===== config.mk =====
export PLATFORM = sky130hd
export DESIGN_NAME = nes_button_events
export DESIGN_NICKNAME = d
export VERILOG_FILES = /design/src/rtl/nes_button_events.sv
export SDC_FILE = /design/constraint.sdc
export NUM_CORES = 1
export LEC_CHECK = 0
export CORE_MARGIN = 3
export CORE_UTILIZATION = 45
export DETAILED_ROUTE_END_ITERATION = 7
export PLACE_DENSITY = 0.71
export SETUP_SLACK_MARGIN = 0.2
export SYNTH_ARGS = -nofsm -noshare
export SYNTH_HDL_FRONTEND = slang
export SYNTH_SLANG_ARGS = --single-unit

===== constraint.sdc =====
create_clock -name PCLK -period 10.6 [get_ports PCLK]
set_clock_uncertainty 0.1 [all_clocks]
set_input_delay 2.12 -clock PCLK [delete_from_list [all_inputs] [get_ports PCLK]]
set_output_delay 2.12 -clock PCLK [all_outputs]
set_load 0.01 [all_outputs]

===== src/rtl/nes_button_events.sv =====
// rtl/nes_button_events.sv - debounced NES button state with a press/release event FIFO behind APB3
// Build option: define NES_RELEASE_EVENTS_EN to queue release events as well as presses.
module nes_button_events #(
    parameter int DEBOUNCE_SAMPLES = 3,
    parameter int FIFO_DEPTH       = 8
) (
    input  logic        PCLK,
    input  logic        PRESET,
    input  logic [7:0]  sample,
    input  logic        sample_valid,
    input  logic        PSEL,
    input  logic        PENABLE,
    input  logic        PWRITE,
    input  logic [7:0]  PADDR,
    input  logic [31:0] PWDATA,
    output logic [31:0] PRDATA,
    output logic        PREADY,
    output logic        PSLVERR,
    output logic        irq
);

    localparam int PTR_W = $clog2(FIFO_DEPTH);
    localparam int CNT_W = PTR_W + 1;

    localparam logic [7:0] ADDR_STATUS = 8'h00;
    localparam logic [7:0] ADDR_POP    = 8'h04;
    localparam logic [7:0] ADDR_STATE  = 8'h08;

    typedef enum logic {
        S_IDLE,
        S_EMIT
    } state_t;

    state_t state_q;
    state_t state_d;

    // Debounce / edge-detect state
    logic [7:0] prev_q;
    logic [7:0] deb_q;
    logic [7:0] pending_q;
    logic [3:0] stable_q;

    logic [7:0] pressed;
    logic [3:0] stable_d;
    logic [7:0] deb_d;
    logic [7:0] chg;
    logic [7:0] chg_queued;
    logic       capture;

    // Serialiser outputs
    logic        emit;
    logic [2:0]  emit_idx;
    logic [7:0]  emit_clear;
    logic [15:0] event_word;

    // FIFO state
    logic [15:0]      mem [FIFO_DEPTH];
    logic [PTR_W-1:0] wr_ptr_q;
    logic [PTR_W-1:0] rd_ptr_q;
    logic [CNT_W-1:0] count_q;
    logic [CNT_W-1:0] count_d;
    logic             fifo_empty;
    logic             fifo_full;
    logic             push_ok;
    logic             pop;

    // Control / status registers
    logic overflow_q;
    logic sample_lost_q;
    logic irq_en_q;
    logic irq_en_d;

    // APB decode
    logic apb_access;
    logic apb_wr;
    logic apb_rd;
    logic ctrl_wr;
    logic flush;
    logic [4:0] count5;

    logic unused_pwdata;

    assign PREADY        = 1'b1;
    assign PSLVERR       = 1'b0;
    assign unused_pwdata = ^PWDATA[31:4];

    assign apb_access = PSEL & PENABLE;
    assign apb_wr     = apb_access & PWRITE;
    assign apb_rd     = apb_access & ~PWRITE;
    assign ctrl_wr    = apb_wr && (PADDR == ADDR_STATUS);
    assign flush      = ctrl_wr && PWDATA[3];

    // Samples are only accepted while the serialiser is not draining a change set
    assign capture = sample_valid && (state_q == S_IDLE);
    assign pressed = ~sample;

    // Debounce counter and debounced-state candidate for the incoming sample
    always_comb begin
        stable_d = 4'd1;
        if (pressed == prev_q) begin
            stable_d = (stable_q == 4'd15) ? 4'd15 : stable_q + 4'd1;
        end
        deb_d = (stable_d == 4'(DEBOUNCE_SAMPLES)) ? pressed : deb_q;
        chg   = deb_q ^ deb_d;
`ifdef NES_RELEASE_EVENTS_EN
        chg_queued = chg;
`else
        chg_queued = chg & deb_d;
`endif
    end

    // Input capture registers: last raw sample, run length and debounced state
    always_ff @(posedge PCLK) begin
        if (PRESET) begin
            prev_q   <= 8'd0;
            stable_q <= 4'd0;
            deb_q    <= 8'd0;
        end else if (capture) begin
            prev_q   <= pressed;
            stable_q <= stable_d;
            deb_q    <= deb_d;
        end
    end

    // Serialiser state register
    always_ff @(posedge PCLK) begin
        if (PRESET) begin
            state_q <= S_IDLE;
        end else begin
            state_q <= state_d;
        end
    end

    // Serialiser next state: emit lowest pending bit each cycle while in EMIT
    always_comb begin
        state_d  = state_q;
        emit     = 1'b0;
        emit_idx = 3'd0;
        for (int i = 7; i >= 0; i--) begin
            if (pending_q[i]) begin
                emit_idx = 3'(i);
            end
        end
        emit_clear = pending_q & ~(8'd1 << emit_idx);
        case (state_q)
            S_IDLE: begin
                if (pending_q != 8'd0) begin
                    state_d = S_EMIT;
                end
            end
            S_EMIT: begin
                emit = (pending_q != 8'd0);
                if (emit_clear == 8'd0) begin
                    state_d = S_IDLE;
                end
            end
            default: state_d = S_IDLE;
        endcase
    end

    assign event_word = {deb_q, deb_q[emit_idx], 4'd0, emit_idx};

    // Pending change set: loaded on capture (merged, never overwritten), drained by emit
    always_ff @(posedge PCLK) begin
        if (PRESET) begin
            pending_q <= 8'd0;
        end else if (capture) begin
            pending_q <= pending_q | chg_queued;
        end else if (emit) begin
            pending_q <= emit_clear;
        end
    end

    assign fifo_empty = (count_q == '0);
    assign fifo_full  = (count_q == CNT_W'(FIFO_DEPTH));
    assign pop        = apb_rd && (PADDR == ADDR_POP) && !fifo_empty;
    assign push_ok    = emit && (!fifo_full || pop);

    // Next FIFO occupancy; a flush overrides any simultaneous push or pop
    always_comb begin
        count_d = count_q;
        if (flush) begin
            count_d = '0;
        end else begin
            case ({push_ok, pop})
                2'b10:   count_d = count_q + CNT_W'(1);
                2'b01:   count_d = count_q - CNT_W'(1);
                default: count_d = count_q;
            endcase
        end
    end

    // FIFO storage write
    always_ff @(posedge PCLK) begin
        if (push_ok && !flush) begin
            mem[wr_ptr_q] <= event_word;
        end
    end

    // FIFO pointers and occupancy
    always_ff @(posedge PCLK) begin
        if (PRESET || flush) begin
            wr_ptr_q <= '0;
            rd_ptr_q <= '0;
            count_q  <= '0;
        end else begin
            if (push_ok) begin
                wr_ptr_q <= wr_ptr_q + PTR_W'(1);
            end
            if (pop) begin
                rd_ptr_q <= rd_ptr_q + PTR_W'(1);
            end
            count_q <= count_d;
        end
    end

    assign irq_en_d = ctrl_wr ? PWDATA[0] : irq_en_q;

    // Sticky error flags, interrupt enable and registered interrupt output
    always_ff @(posedge PCLK) begin
        if (PRESET) begin
            overflow_q    <= 1'b0;
            sample_lost_q <= 1'b0;
            irq_en_q      <= 1'b0;
            irq           <= 1'b0;
        end else begin
            irq_en_q <= irq_en_d;
            irq      <= irq_en_d && (count_d != '0);
            if (emit && fifo_full && !pop) begin
                overflow_q <= 1'b1;
            end else if (ctrl_wr && PWDATA[1]) begin
                overflow_q <= 1'b0;
            end
            if (sample_valid && (state_q == S_EMIT)) begin
                sample_lost_q <= 1'b1;
            end else if (ctrl_wr && PWDATA[2]) begin
                sample_lost_q <= 1'b0;
            end
        end
    end

    assign count5 = 5'(count_q);

    // Read data mux from registered state
    always_comb begin
        PRDATA = 32'd0;
        case (PADDR)
            ADDR_STATUS: PRDATA = {19'd0, irq_en_q, sample_lost_q, overflow_q,
                                   fifo_full, fifo_empty, 3'd0, count5};
            ADDR_POP:    PRDATA = fifo_empty ? 32'd0 : {1'b1, 15'd0, mem[rd_ptr_q]};
            ADDR_STATE:  PRDATA = {24'd0, deb_q};
            default:     PRDATA = 32'd0;
        endcase
    end

endmodule


After elaboration in Yosys (flattened, before gate mapping). Memories as Yosys holds them, arrays and structs flattened. A register that Yosys moved wholly into a read port is not among the register bits. Cells that the tools add are included.

Bits of input ports: 54. Output and inout port bits: 35. Bits in registers: 43. Memories: 1. Logic and storage cells: 98. Bits in writable memories: 96.

Equality and inequality tests: 8. Reduce and logical (&&, ||, !) cells: 27. $lt $le $gt $ge: 1. Shift-type cells: 1. Muxes and demuxes: 32. Add/sub/neg operators: 5. Bitwise operators: 11.

Memory list: mem (depth 8, width 12, rd ports 1, clocked after Yosys merged registers in 1, write ports 1, line 57) `logic [15:0] mem [FIFO_DEPTH];`.

Operator list (number): one-hot mux 32 bit (3 select lines) (1); 2-to-1 mux 32 bit (1); 2-to-1 mux 3 bit (10); 2-to-1 mux 8 bit (3); bitwise AND 8 bit (2); logical NOT 8 bit (2); inverter 8 bit (2); logical AND 1 bit (13); 2-to-1 mux 4 bit (3); 2-to-1 mux 1 bit (11); adder 4 x 1 -> 4 bit (second input constant) (2); == test 4 bit (second input constant) (2); == test 8 x 3 -> 1 bit (second input constant) (1); == test 8 x 4 -> 1 bit (second input constant) (1); == test 8 bit (1); OR 8 bit (1); one-hot mux 4 bit (2 select lines) (1); nonzero test 8 bit (1); << shifter 1 x 3 -> 8 bit (first input constant) (1); bitwise XOR 8 bit (1); adder 3 x 1 -> 3 bit (second input constant) (2); nonzero test 2 bit (3); == test 4 x 2 -> 1 bit (second input constant) (1); logical NOT 1 bit (4); other kinds (11) (15).

Logic depth before layout (Yosys ltp).
Depth in word-level cells: 14. Depth in mapped cells: 12. Gate-level depth less buffers: 10.

Worst setup path after synthesis. Ideal clock, no wire load.

Path kind: input to output. Start: input PADDR[1]. End: output PRDATA[11]. Setup slack: 4.785 ns. Path buffers: 1. Arrival time: 3.595 ns. Data required time: 8.380 ns. Stages: 4. Cell sequence: or4_4 -> or3_1 -> clkbuf_1 -> o21ai_0.

Word-level cells in the longest chain between the ends: 2. Elaborated cells between the ends (all ways): 4. Classes of those cells: eq/ne (2); mux (1); reduce/logical (1).

RTL lines: start, declared (line 14) `input logic [7:0] PADDR,`; == test 8 x 4 -> 1 bit, or another cell as far along (line 247) `case (PADDR)`; one-hot mux 32 bit (3 select lines) * (line 247); end, declared (line 16) `output logic [31:0] PRDATA,`.

Mark *: on every way between the ends. The rest lies on a longest branch, timed or not.

Worst setup path after layout.
Start: input PADDR[1]. End: output PRDATA[9].

Same word-level chain as after synthesis.

==> flow_summary.ini <==
[outcome]
outcome = complete, no violations

[cts]
clock_path_buffers = 2
ctsHoldBuffers = 0
cts_tree = built
cts_sinks = 142
cts_setup_buffers = 0
cts_root_buf = clkbuf_16
ctsResizeCount = 0
path_clk_slew_ns = 0.06
clk_latency_ns = 0.42
htree_levels = 4
cts-buffers-inserted = 17

[timing]
setup_total_negative_slack_ns = 0
rsz0062_at_grt = no
min_period_ns = 7.070
finalCritPeriodShare_pct = 66.70
max_freq_mhz = 141.4
setup-violations-final = 0
tightestPinTransition_ns = 1.268
maxSlewViolCount = 0
hold_viol = 0
relSlewSlack_pct = 15.26

[die]
dieArea_sq_um = 15290
die_h_microns = 123.6
start_util_pct = 46.47
die_x_microns = 123.6
io_pins = 89
row_count = 42
core_sq_um = 13400

[finish]
drive_gt1_share_pct = 14.42
antennaDiodeCount = 0
area_growth_pct = 19.13
ff_latch_area_sq_um = 3804
multi_input_area_sq_um = 2267
nets = 586
post-route-util_pct = 55.36
nFillCells = 1090

[run]
max_cap_violations = 0

[critical_path]
critPathRequiredTime_ns = 8.38
worst-setup-path-type = primary input to primary output
startpoint_type = primary input
crit_chain = clkdlybuf4s50_1 > or4_4 > nor4_1 > nand2b_1 > o22ai_1 > clkdlybuf4s50_1
crit_slowest_cell = nor4_1
end_kind = primary output
critPathMaxFanout = 6
slowest_delay_ns = 0.80
crit_top_cell = clkdlybuf4s50_1
rrSetupSlack_ns = 7.53
cp.arrival_ns = 4.85

[yosys]
synth_area_per_cell_sq_um = 12.97
synth.top_cells.by_count = edfxtp_1, nor2_1, dfxtp_1
syn_area_sq_um = 6227
ys.flop_type = edfxtp_1
synth_edf_count = 96
synthDistinctLibCells = 49
yosysMostFrequentCell = edfxtp_1
synth_largest_area_cell = edfxtp_1
synth_top_area_share_pct = 46.29
synth-seq-area-share_pct = 61.08
yosysWarnings = 0
async_flop_share_pct = 0
yosys_register_bits = 142
syn_inst = 480
synth_area_leaders = edfxtp_1, dfxtp_1, mux4_2

[route]
drt_iter0_drc = 413
vias = 4057
drc = 0
wl_microns = 13270
ant_nets = 0
drtPass1Iterations = 5
wl_per_cell_microns = 18.51
viasPerCell = 5.658

[placement]
io_buffers = 43
globalplace.congestion = 0.8123
hpwl_microns = 8911

[hold_path]
hold_path.class = flop to flop

[global_routing]
grt_max_degree = 36
grt_pass1_wl_microns = 20890
antenna_found_initial = 0
track_usage_pct = 18.68
grt_pass1_vias = 3884
grt_overflow = 0

[power]
powerDensity_nw_per_um2 = 161.5
peakVddDrop_v = 0.0001197
leakagePower_nw = 2.515
==> stage by stage <==
stage	power, W	setup slack [ns]	area (sq um)	hold WS (ns)	instances
after floorplan	0.0006197	4.785	6284	0.3444	495
after global routing	0.001237	3.368	7418	0.4062	717
after detailed placement	0.0006297	3.526	6830	0.3793	685
after global placement	0.0006290	3.558	6830	0.3545	685
after CTS	0.001207	3.519	7418	0.3878	717
final	0.001198	3.530	7418	0.3856	717
==> report_power, final <==
part	switching [W]	leakage (nW)	internal [W]	total, W
logic	0.0000158	0.931	0.0000135	0.0000292
clock network	0.000230	0.275	0.000350	0.000580
registers	0.00000196	1.31	0.000587	0.000589
total	0.000248	2.51	0.000950	0.00120
==> placed cells by master (no fill, tap or decap), types with 5 or more instances in the layout <==
master / count
a211oi_1: 19
nand2b_1: 9
inv_1: 7
nand2_1: 24
edfxtp_1: 96
o31ai_1: 5
conb_1: 17
a21oi_1: 24
o22ai_1: 5
clkbuf_16: 17
nor3_1: 8
buf_4: 11
nand3_1: 5
xor2_1: 11
mux2i_1: 20
and3_1: 5
dfxtp_1: 46
nor2_1: 62
mux4_2: 24
clkdlybuf4s50_1: 43
o21ai_0: 8
==> kinds of logic after synthesis <==
family          after synthesis  synth area share, %
flops                       142                61.08
buf+inv                      47                3.858
fa+ha+maj                     4               0.8037
simple gates                140                10.81
other cells                   2               0.1206
xor+xnor                     15                2.110
compound gates               85                9.142
mux                          45                12.08
==> worst max-delay path, delay by kind of cell <==
kind / cells / cell delay, ns
buffers and inverters: 2 / 0.98
and+or+nand+nor: 3 / 1.52
AOI/OAI and AO/OA: 1 / 0.22
==> worst paths after layout <==
check	to	cells after the start	start
worst max-delay path	PRDATA[9]	6	PADDR[1]
worst min-delay path	stable_q[1]	2	stable_q[1]
worst max register to register	irq	10	pending_q[0]
worst min register to register	stable_q[1]	2	stable_q[1]
==> flip-flops by register name (all words and copies together), names as in the netlist, named ones only <==
name           flops
rd_ptr_q           3
sample_lost_q      1
stable_q           4
wr_ptr_q           3
state_q            1
mem               96
irq_en_q           1
count_q            4
prev_q             8
irq                1
pending_q          8
overflow_q         1
deb_q              8
==> metal layers <==
layer | track usage, % | vias up | part of all wire (%)
li1 | - | 1896 | -
met1 | 23.58 | 2000 | 41
met2 | 31.40 | 137 | 51
met3 | 5.041 | 24 | 5.9
met4 | 6.021 | 0 | 1.4
met5 | 0 | - | 0
==> final cells by class <==
class,instances,share of cell area [%]
sequential,142,51.27
multi-input combinational,306,30.56
timing repair buffer,54,6.915
clock buffer,18,5.785
tap,176,2.968
clock inverter,14,2.142
inverter,7,0.3542
(Power assumes the default switching activity.)
